`config.mk`:
```
export PLATFORM = sky130hd
export DESIGN_NAME = dmem_arbiter
export DESIGN_NICKNAME = d
export VERILOG_FILES = /design/src/rtl/dmem_arb_pkg.sv /design/src/rtl/rr_arbiter2.sv /design/src/rtl/dmem_arbiter.sv
export SDC_FILE = /design/constraint.sdc
export NUM_CORES = 1
export LEC_CHECK = 0
export CAP_MARGIN = 20
export CORE_MARGIN = 2
export CORE_UTILIZATION = 40
export CTS_CLUSTER_DIAMETER = 50
export CTS_CLUSTER_SIZE = 8
export DETAILED_ROUTE_END_ITERATION = 10
export GPL_TIMING_DRIVEN = 0
export PLACE_DENSITY_LB_ADDON = 0.12
export SLEW_MARGIN = 20
export SYNTH_ARGS = -nofsm -noshare
export SYNTH_HDL_FRONTEND = slang
export SYNTH_SLANG_ARGS = --single-unit
```
`constraint.sdc`:
```
create_clock -name clk -period 6.8 [get_ports clk]
set_input_delay 1.7 -clock clk [delete_from_list [all_inputs] [get_ports clk]]
set_output_delay 1.7 -clock clk [all_outputs]
set_load 0.02 [all_outputs]
```
`src/rtl/dmem_arb_pkg.sv`:
```
// rtl/dmem_arb_pkg.sv - shared state and port id definitions for the data memory arbiter
package dmem_arb_pkg;

    typedef enum logic [1:0] {
        IDLE   = 2'd0,
        ACCESS = 2'd1,
        RESP   = 2'd2
    } state_t;

    localparam logic PORT0 = 1'b0;
    localparam logic PORT1 = 1'b1;

endpackage

```
`src/rtl/rr_arbiter2.sv`:
```
// rtl/rr_arbiter2.sv - two-requester round-robin pick, purely combinational
module rr_arbiter2
    import dmem_arb_pkg::*;
(
    input  logic [1:0] req,
    input  logic       last_winner,
    output logic [1:0] gnt,
    output logic       winner
);

    always_comb begin
        winner = PORT0;
        gnt    = 2'b00;
        case (req)
            2'b01:   winner = PORT0;
            2'b10:   winner = PORT1;
            2'b11:   winner = ~last_winner;
            default: winner = PORT0;
        endcase
        if (req != 2'b00) begin
            gnt = (winner == PORT1) ? 2'b10 : 2'b01;
        end
    end

endmodule

```
`src/rtl/dmem_arbiter.sv`:
```
// rtl/dmem_arbiter.sv - two-port round-robin sequencer in front of a single-port data memory
module dmem_arbiter
    import dmem_arb_pkg::*;
#(
    parameter int ADDR_W = 16,
    parameter int DATA_W = 32,
    parameter int DEPTH  = 256
) (
    input  logic              clk,
    input  logic              rst,
    input  logic              p0_req,
    input  logic              p0_we,
    input  logic [ADDR_W-1:0] p0_addr,
    input  logic [DATA_W-1:0] p0_wdata,
    output logic              p0_gnt,
    output logic              p0_rvalid,
    output logic [DATA_W-1:0] p0_rdata,
    output logic              p0_err,
    input  logic              p1_req,
    input  logic              p1_we,
    input  logic [ADDR_W-1:0] p1_addr,
    input  logic [DATA_W-1:0] p1_wdata,
    output logic              p1_gnt,
    output logic              p1_rvalid,
    output logic [DATA_W-1:0] p1_rdata,
    output logic              p1_err,
    output logic [ADDR_W-1:0] mem_addr,
    output logic              mem_we,
    output logic [DATA_W-1:0] mem_wdata,
    input  logic [DATA_W-1:0] mem_rdata,
    output logic              busy
);

    localparam logic [ADDR_W:0] LP_DEPTH = (ADDR_W+1)'(DEPTH);

    state_t            r_state;
    logic              r_last_winner;
    logic              r_port;
    logic              r_err;
    logic [ADDR_W-1:0] r_mem_addr;
    logic              r_mem_we;
    logic [DATA_W-1:0] r_mem_wdata;
    logic              r_p0_rvalid;
    logic              r_p1_rvalid;
    logic [DATA_W-1:0] r_p0_rdata;
    logic [DATA_W-1:0] r_p1_rdata;
    logic              r_p0_err;
    logic              r_p1_err;

    logic [1:0]        w_arb_gnt;
    logic [1:0]        w_gnt;
    logic              w_winner;
    logic              w_can_grant;
    logic              w_accept;
    logic              w_sel_we;
    logic [ADDR_W-1:0] w_sel_addr;
    logic [DATA_W-1:0] w_sel_wdata;
    logic              w_sel_in_range;
    logic [DATA_W-1:0] w_cap_rdata;

    rr_arbiter2 u_rr (
        .req         ({p1_req, p0_req}),
        .last_winner (r_last_winner),
        .gnt         (w_arb_gnt),
        .winner      (w_winner)
    );

    // Grants are masked while reset is held so no request can be accepted out of reset state.
    assign w_can_grant    = !rst && (r_state != ACCESS);
    assign w_gnt          = w_can_grant ? w_arb_gnt : 2'b00;
    assign w_accept       = |w_gnt;

    assign w_sel_we       = (w_winner == PORT1) ? p1_we    : p0_we;
    assign w_sel_addr     = (w_winner == PORT1) ? p1_addr  : p0_addr;
    assign w_sel_wdata    = (w_winner == PORT1) ? p1_wdata : p0_wdata;
    assign w_sel_in_range = ({1'b0, w_sel_addr} < LP_DEPTH);
    assign w_cap_rdata    = r_err ? '0 : mem_rdata;

    always_ff @(posedge clk or posedge rst) begin
        if (rst) begin
            r_state       <= IDLE;
            r_last_winner <= PORT1;
            r_port        <= PORT0;
            r_err         <= 1'b0;
            r_mem_addr    <= '0;
            r_mem_we      <= 1'b0;
            r_mem_wdata   <= '0;
            r_p0_rvalid   <= 1'b0;
            r_p1_rvalid   <= 1'b0;
        end else begin
            r_mem_we    <= 1'b0;
            r_p0_rvalid <= 1'b0;
            r_p1_rvalid <= 1'b0;
            case (r_state)
                IDLE, RESP: begin
                    if (w_accept) begin
                        r_state       <= ACCESS;
                        r_last_winner <= w_winner;
                        r_port        <= w_winner;
                        r_err         <= !w_sel_in_range;
                        r_mem_addr    <= w_sel_addr;
                        r_mem_wdata   <= w_sel_wdata;
                        r_mem_we      <= w_sel_we && w_sel_in_range;
                    end else begin
                        r_state <= IDLE;
                    end
                end
                ACCESS: begin
                    r_state     <= RESP;
                    r_p0_rvalid <= (r_port == PORT0);
                    r_p1_rvalid <= (r_port == PORT1);
                end
                default: r_state <= IDLE;
            endcase
        end
    end

    // Only the owning port's read data and error flag move; the other port holds.
    always_ff @(posedge clk or posedge rst) begin
        if (rst) begin
            r_p0_rdata <= '0;
            r_p1_rdata <= '0;
            r_p0_err   <= 1'b0;
            r_p1_err   <= 1'b0;
        end else if (r_state == ACCESS) begin
            if (r_port == PORT0) begin
                r_p0_rdata <= w_cap_rdata;
                r_p0_err   <= r_err;
            end else begin
                r_p1_rdata <= w_cap_rdata;
                r_p1_err   <= r_err;
            end
        end
    end

    assign p0_gnt    = w_gnt[0];
    assign p1_gnt    = w_gnt[1];
    assign p0_rvalid = r_p0_rvalid;
    assign p1_rvalid = r_p1_rvalid;
    assign p0_rdata  = r_p0_rdata;
    assign p1_rdata  = r_p1_rdata;
    assign p0_err    = r_p0_err;
    assign p1_err    = r_p1_err;
    assign mem_addr  = r_mem_addr;
    assign mem_we    = r_mem_we;
    assign mem_wdata = r_mem_wdata;
    assign busy      = (r_state == ACCESS);

endmodule

```
==> results of run 1 <==
flip-flops by register name (all words and copies together) (netlist names):
signal and cells:
p0_rdata 32, r_err 1, mem_we 1, p1_rdata 32, p0_err 1, p1_rvalid 1, mem_addr 16, r_port 1
r_last_winner 1, p0_rvalid 1, p1_err 1, mem_wdata 32, r_state 2
metal layers:
metal / wire [um] / GRT usage
met5: 0 / 0
met3: 1430 / 0.0851
met1: 6100 / 0.270
met4: 294 / 0.0849
met2: 8050 / 0.405
layout make-up:
| type | instances | share of cell area |
|---|---|---|
| Sequential cell | 122 | 0.365 |
| Multi-Input combinational cell | 379 | 0.215 |
| Clock buffer | 23 | 0.0559 |
| Timing Repair Buffer | 254 | 0.306 |
| Tap cell | 172 | 0.0257 |
| Inverter | 4 | 0.00239 |
| Buffer | 38 | 0.0220 |
| Clock inverter | 8 | 0.00852 |
worst reg2reg max path: cells and delay by family, from the launching register on:
kind | cells | cell delay, ns
buffers and inverters | 2 | 0.60
AOI/OAI and AO/OA | 1 | 0.15
and+or+nand+nor | 2 | 0.39
DFF | 1 | 0.40
power breakdown:
| group | switching [mW] | internal (mW) |
|---|---|---|
| Sequential | 0.0435 | 0.801 |
| Combinational | 0.266 | 0.248 |
| Clock | 0.306 | 0.516 |
| Total | 0.615 | 1.57 |
synth_stat cells (all sizes together) (3+ instances only):
cell	count
a31oi	48
buf	26
nand2b	33
dfrtp	121
clkbuf	12
nand2	163
nor2	49
a21oi	3
o21ai	65
inv	4
nor3	4
cells by family after synthesis:
logic type,share of synthesized area
simple gates,0.211
compound gates,0.140
flops,0.604
buf+inv,0.0393
mux,0.00643
through the flow:
step	hold slack, ns	utilization	total power, mW	worst slack [ns]
global placement	0.462	0.626	1.36	0.0510
detailed placement	0.471	0.629	1.37	1.53
finish	0.473	0.672	2.18	1.53
CTS	0.481	0.672	2.20	1.52
global route	0.495	0.672	2.28	1.40
floorplan	0.471	-	1.09	1.86
worst min-delay path by stage:
stage	slack, ns	cells after the start	to	startpoint
2_1_floorplan	0.47	1	r_port$_DFFE_PP0N_	r_state[0]$_DFF_PP0_
3_3_place_gp	0.46	2	p0_rdata[9]$_DFFE_PP0P_	p0_rdata[9]$_DFFE_PP0P_
3_5_place_dp	0.47	2	p0_rdata[28]$_DFFE_PP0P_	p0_rdata[28]$_DFFE_PP0P_
4_1_cts	0.48	2	p0_rdata[28]$_DFFE_PP0P_	p0_rdata[28]$_DFFE_PP0P_
5_1_grt	0.50	2	p1_rdata[12]$_DFFE_PP0P_	p1_rdata[12]$_DFFE_PP0P_
6_report	0.47	2	p0_rdata[28]$_DFFE_PP0P_	p0_rdata[28]$_DFFE_PP0P_
==> metrics.yaml, run 1 <==
status: "complete, no violations"
yosysWarnings: 0
wl_um: 15900
slowest_stage: "clkdlybuf4s50_1"
io_buffers: 253
syn_to_final_growth_pct: 65.7
nFillCells: 1013
first_pass_iters: 5
routed-via-count: 4956
layout.area.seq_mm2: 0.00305
num_io_pins: 254
die_x_um: 116
post-synth-top-area-cell: "dfrtp_1"
cp.buffers_inverters: 3
crit_end: "p1_gnt"
design.core.area_mm2: 0.0125
drv_cap: 0
placed_cells: 969
crit_path_max_fanout: 10
cts.clk_slew.worst_paths_ns: 0.05
critPathLaunchType: "input pin"
multi_input_area_mm2: 0.00180
start_util: 0.406
layout_common_cells: "clkdlybuf4s50_1 (253), nand2_1 (163), dfrtp_1 (121)"
grt_pass1_wl_um: 24400
cts_resized: 0
max_freq_mhz: 190
path_class: "in2out"
clockBufferDepth: 2
synth_area_mm2: 0.00506
grt_max_degree: 72
h-tree-depth: 4
crit_required_ns: 5.10
grt_pass1_vias: 4772
finalCritPeriodShare: 0.775
diodes: 0
final_common_cell: "clkdlybuf4s50_1"
post_drt_wl_per_cell_um: 15.9
finalSetupViolCount: 0
placed_area_mm2: 0.00784
reg2reg_to: "p0_rdata[29]$_DFFE_PP0P_"
maxSlewViolCount: 0
antenna_found_initial: 0
powerDensity_mw_per_mm2: 260
r2r_setup_slack_ns: 5.12
ir_drop_uv: 119
max_stage_delay_ns: 0.58
synth_cells: 543
postCtsSetupRepairBufs: 0
crit_arrival_ns: 3.57
grt_overflow_total: 0
drc_errors: 0
place.detailed.hpwl_um: 12000
row_count: 41
drive_gt1_frac: 0.0725
cts_tree: "done"
crit_start: "p0_req"
vias_per_cell: 4.96
clock-skew-final_ns: 0.00833
ys_seq_area_frac: 0.604
cp_top_family: "buffers and inverters"
nets: 950
slew_headroom: 0.675
synth_top_area_frac: 0.599
worst_pin_slew_ns: 0.487
drtIter0Drc: 339
synth_fp_nets: 677
tns_ns: 0
hold_viol_final: 0
gp_congestion: 0.841
hp-class: "reg2reg"
synth.distinct_cells: 27
synth_area_leaders: "dfrtp_1 (60%), nand2_1 (12%), o21ai_0 (6.4%)"
cts_hold_buf: 0
power_leakage_nw: 3.50
ff2ff_path_depth: 5
cts_buffers: 17
rr_startpoint: "r_state[0]$_DFF_PP0_"
cts_num_sinks: 122
synth_flop_cell: "dfrtp_1"
crit_path_end_kind: "output pin"
finalCriticalPeriod_ns: 5.27
path_cells: "clkdlybuf4s50_1, nand2_1, nand2_1, clkbuf_1, nor3_1, clkdlybuf4s50_1"
avgSynthCellArea_um2: 9.31
dieArea_mm2: 0.0136
crit_cells: 6
clock-root-buffer: "clkbuf_16"
grt_use_total: 0.235
yosys_register_bits: 122
drtAntennaViolNets: 0
synth_edf_count: 0
die_y_um: 116
design_area_mm2: 0.00838
fin_cells: 1000
rsz0062_at_grt: "no"
synthArstFlopShare: 1.00
clk_latency_ns: 0.41
Note: power is estimated with default switching activity, not from simulation.
==> inputs of run 2 (changes only) <==
--- a/config.mk
+++ b/config.mk
@@ -7,7 +7,7 @@
 export LEC_CHECK = 0
 export CAP_MARGIN = 20
 export CORE_MARGIN = 2
-export CORE_UTILIZATION = 40
+export CORE_UTILIZATION = 36
 export CTS_CLUSTER_DIAMETER = 50
 export CTS_CLUSTER_SIZE = 8
 export DETAILED_ROUTE_END_ITERATION = 10
==> constraint.sdc (replaced) <==
create_clock -name clk -period 4.7 [get_ports clk]
set_input_delay 1.175 -clock clk [delete_from_list [all_inputs] [get_ports clk]]
set_output_delay 1.175 -clock clk [all_outputs]
set_load 0.02 [all_outputs]
==> metrics.yaml, run 2 (synthesized netlist as in run 1, its figures left out) <==
status: "complete, no violations"  # unchanged
cts_num_sinks: 122  # unchanged
max_freq_mhz: 232
clk_latency_ns: 0.41  # about the same
final_common_cell: "clkdlybuf4s50_1"  # unchanged
dieArea_mm2: 0.0150  # was 0.0136 mm2
design_area_mm2: 0.00848  # was 0.00838 mm2
cp.buffers_inverters: 3  # unchanged
cts_buffers: 17  # unchanged
finalCriticalPeriod_ns: 4.31
worst_pin_slew_ns: 0.581  # was 0.487 ns
place.detailed.hpwl_um: 12200  # was 12000 um
max_stage_delay_ns: 0.60  # was 0.58 ns
start_util: 0.367  # was 0.406
grt_overflow_total: 0  # unchanged
fin_util: 0.616  # was 0.672
cts_hold_buf: 0  # unchanged
grt_max_degree: 64  # was 72
multi_input_area_mm2: 0.00180  # unchanged
drtAntennaViolNets: 0  # unchanged
setup_ws_ns: 0.393  # was 1.53 ns
row_count: 43  # was 41
critPathLaunchType: "input pin"  # unchanged
grt_pass1_wl_um: 25100  # was 24400 um
path_class: "in2out"  # unchanged
antenna_found_initial: 0  # unchanged
slew_headroom: 0.613  # was 0.675
path_cells: "clkdlybuf4s50_1, nand2_1, nand2_1, clkbuf_1, nor3_1, clkdlybuf4s50_1"  # unchanged
placed_area_mm2: 0.00785  # was 0.00784 mm2
nFillCells: 1209  # was 1013
clockBufferDepth: 2  # unchanged
rsz0062_at_grt: "no"  # unchanged
cp_top_family: "buffers and inverters"  # unchanged
vias_per_cell: 4.85  # was 4.96
powerDensity_mw_per_mm2: 399  # was 260 mW/mm2
grt_use_total: 0.219  # was 0.235
cts_resized: 0  # unchanged
nets: 950  # unchanged
hold_slack_ns: 0.476  # was 0.473 ns
routed-via-count: 4895  # was 4956
finalSetupViolCount: 0  # unchanged
die_y_um: 123  # was 116 um
cts_tree: "done"  # unchanged
drc_errors: 0  # unchanged
design.core.area_mm2: 0.0138  # was 0.0125 mm2
hold_viol_final: 0  # unchanged
clock-skew-final_ns: 0.00449  # was 0.00833 ns
grt_pass1_vias: 4972  # was 4772
postCtsSetupRepairBufs: 0  # unchanged
crit_arrival_ns: 3.13  # was 3.57 ns
hp-class: "reg2reg"  # unchanged
power_leakage_nw: 3.55  # was 3.50 nW
num_io_pins: 254  # unchanged
first_pass_iters: 4  # was 5
diodes: 0  # unchanged
finalCritPeriodShare: 0.916
syn_to_final_growth_pct: 67.8  # was 65.7%
slowest_stage: "clkdlybuf4s50_1"  # unchanged
die_x_um: 123  # was 116 um
clock-root-buffer: "clkbuf_16"  # unchanged
crit_path_max_fanout: 10  # unchanged
io_buffers: 253  # unchanged
post_drt_wl_per_cell_um: 16.1  # was 15.9 um
drtIter0Drc: 187  # was 339
drive_gt1_frac: 0.0724  # was 0.0725
crit_path_end_kind: "output pin"  # unchanged
ir_drop_uv: 209  # was 119 uV
h-tree-depth: 4  # unchanged
maxSlewViolCount: 0  # unchanged
dp_slack_ns: 0.430  # was 1.53 ns
wl_um: 16300  # was 15900 um
layout.area.seq_mm2: 0.00305  # unchanged
drv_cap: 0  # unchanged
cts.clk_slew.worst_paths_ns: 0.05  # about the same
crit_required_ns: 3.52  # was 5.10 ns
layout_common_cells: "clkdlybuf4s50_1 (253), nand2_1 (163), dfrtp_1 (121)"  # unchanged
gp_congestion: 0.786  # was 0.841
[run 2: cell types whose count changed in the layout (fill, tap and decap cells not counted), sizes merged]
cell | previous run | this run
bufinv | 1 | 5
clkinv | 6 | 3
clkbuf | 35 | 36
clkinvlp | 1 | 0
[run 2: layout make-up]
cell class | instances | area share
plain buffers | 38 | 0.0217
clock buffers | 24 | 0.0556
clock inverters | 8 | 0.0195
inverters | 4 | 0.00236
multi-input cells | 379 | 0.213
flip-flops and latches | 122 | 0.360
well taps | 180 | 0.0265
repair buffers | 254 | 0.302
[run 2: tightest hold or removal path, stage by stage, from the launching register on]
cell and delay [ns]:
dfrtp_1 0.34, nand2_1 0.04, o21ai_0 0.06
[run 2: stage by stage]
stage / std cells / setup TNS (ns) / power (mW)
finish: 1009 / 0 / 3.38
detailed placement: 977 / 0 / 1.99
CTS: 1009 / 0 / 3.41
global route: 1009 / 0 / 3.53
floorplan: 543 / 0 / 1.57
global placement: 976 / -191.07 / 1.97
[run 2: power breakdown]
| group | total (mW) | internal [mW] | leakage, nW | switching, mW |
|---|---|---|---|---|
| clock network | 1.42 | 0.966 | 0.312 | 0.450 |
| registers | 1.22 | 1.16 | 1.54 | 0.0639 |
| logic | 0.743 | 0.359 | 1.69 | 0.384 |
[run 2: metal layers]
layer  vias to the layer above  share of wire  track usage  routed length, um
met3                        23          0.083       0.0795               1350
met5                         -              0            0                  0
met1                      2360           0.40        0.249               6450
met2                       169           0.50        0.377               8180
met4                         0          0.018       0.0833                298
li1                       2343              -            -                  -
[run 2: path summary, 6_finish.rpt]
kind,from,to,slack [ns],cells after the start
setup / recovery,p0_req,p1_gnt,0.39,6
hold / removal,p1_rdata[7]$_DFFE_PP0P_,p1_rdata[7]$_DFFE_PP0P_,0.48,2
setup reg to reg,r_state[0]$_DFF_PP0_,p0_rdata[24]$_DFFE_PP0P_,2.98,5
hold reg to reg,p1_rdata[7]$_DFFE_PP0P_,p1_rdata[7]$_DFFE_PP0P_,0.48,2
max in group asynchronous,rst,mem_wdata[30]$_DFFE_PP0N_,2.62,3
min in group asynchronous,rst,mem_wdata[0]$_DFFE_PP0N_,1.38,2
==> inputs of run 3 (changes only) <==
==> constraint.sdc (replaced) <==
create_clock -name clk -period 4.7 [get_ports clk]
set_input_delay 1.175 -clock clk [delete_from_list [all_inputs] [get_ports clk]]
set_output_delay 1.175 -clock clk [all_outputs]
set_load 0.05 [all_outputs]
==> results of run 3 <==
The final DEF is identical to that of run 2. Status: complete, no violations.
Main changes from that run: setup slack after placement 0.430 ns -> 0.260 ns; setup slack after layout 0.393 ns -> 0.229 ns; total power 3.38 mW -> 3.62 mW; worst IR drop on VDD 209 uV -> 224 uV
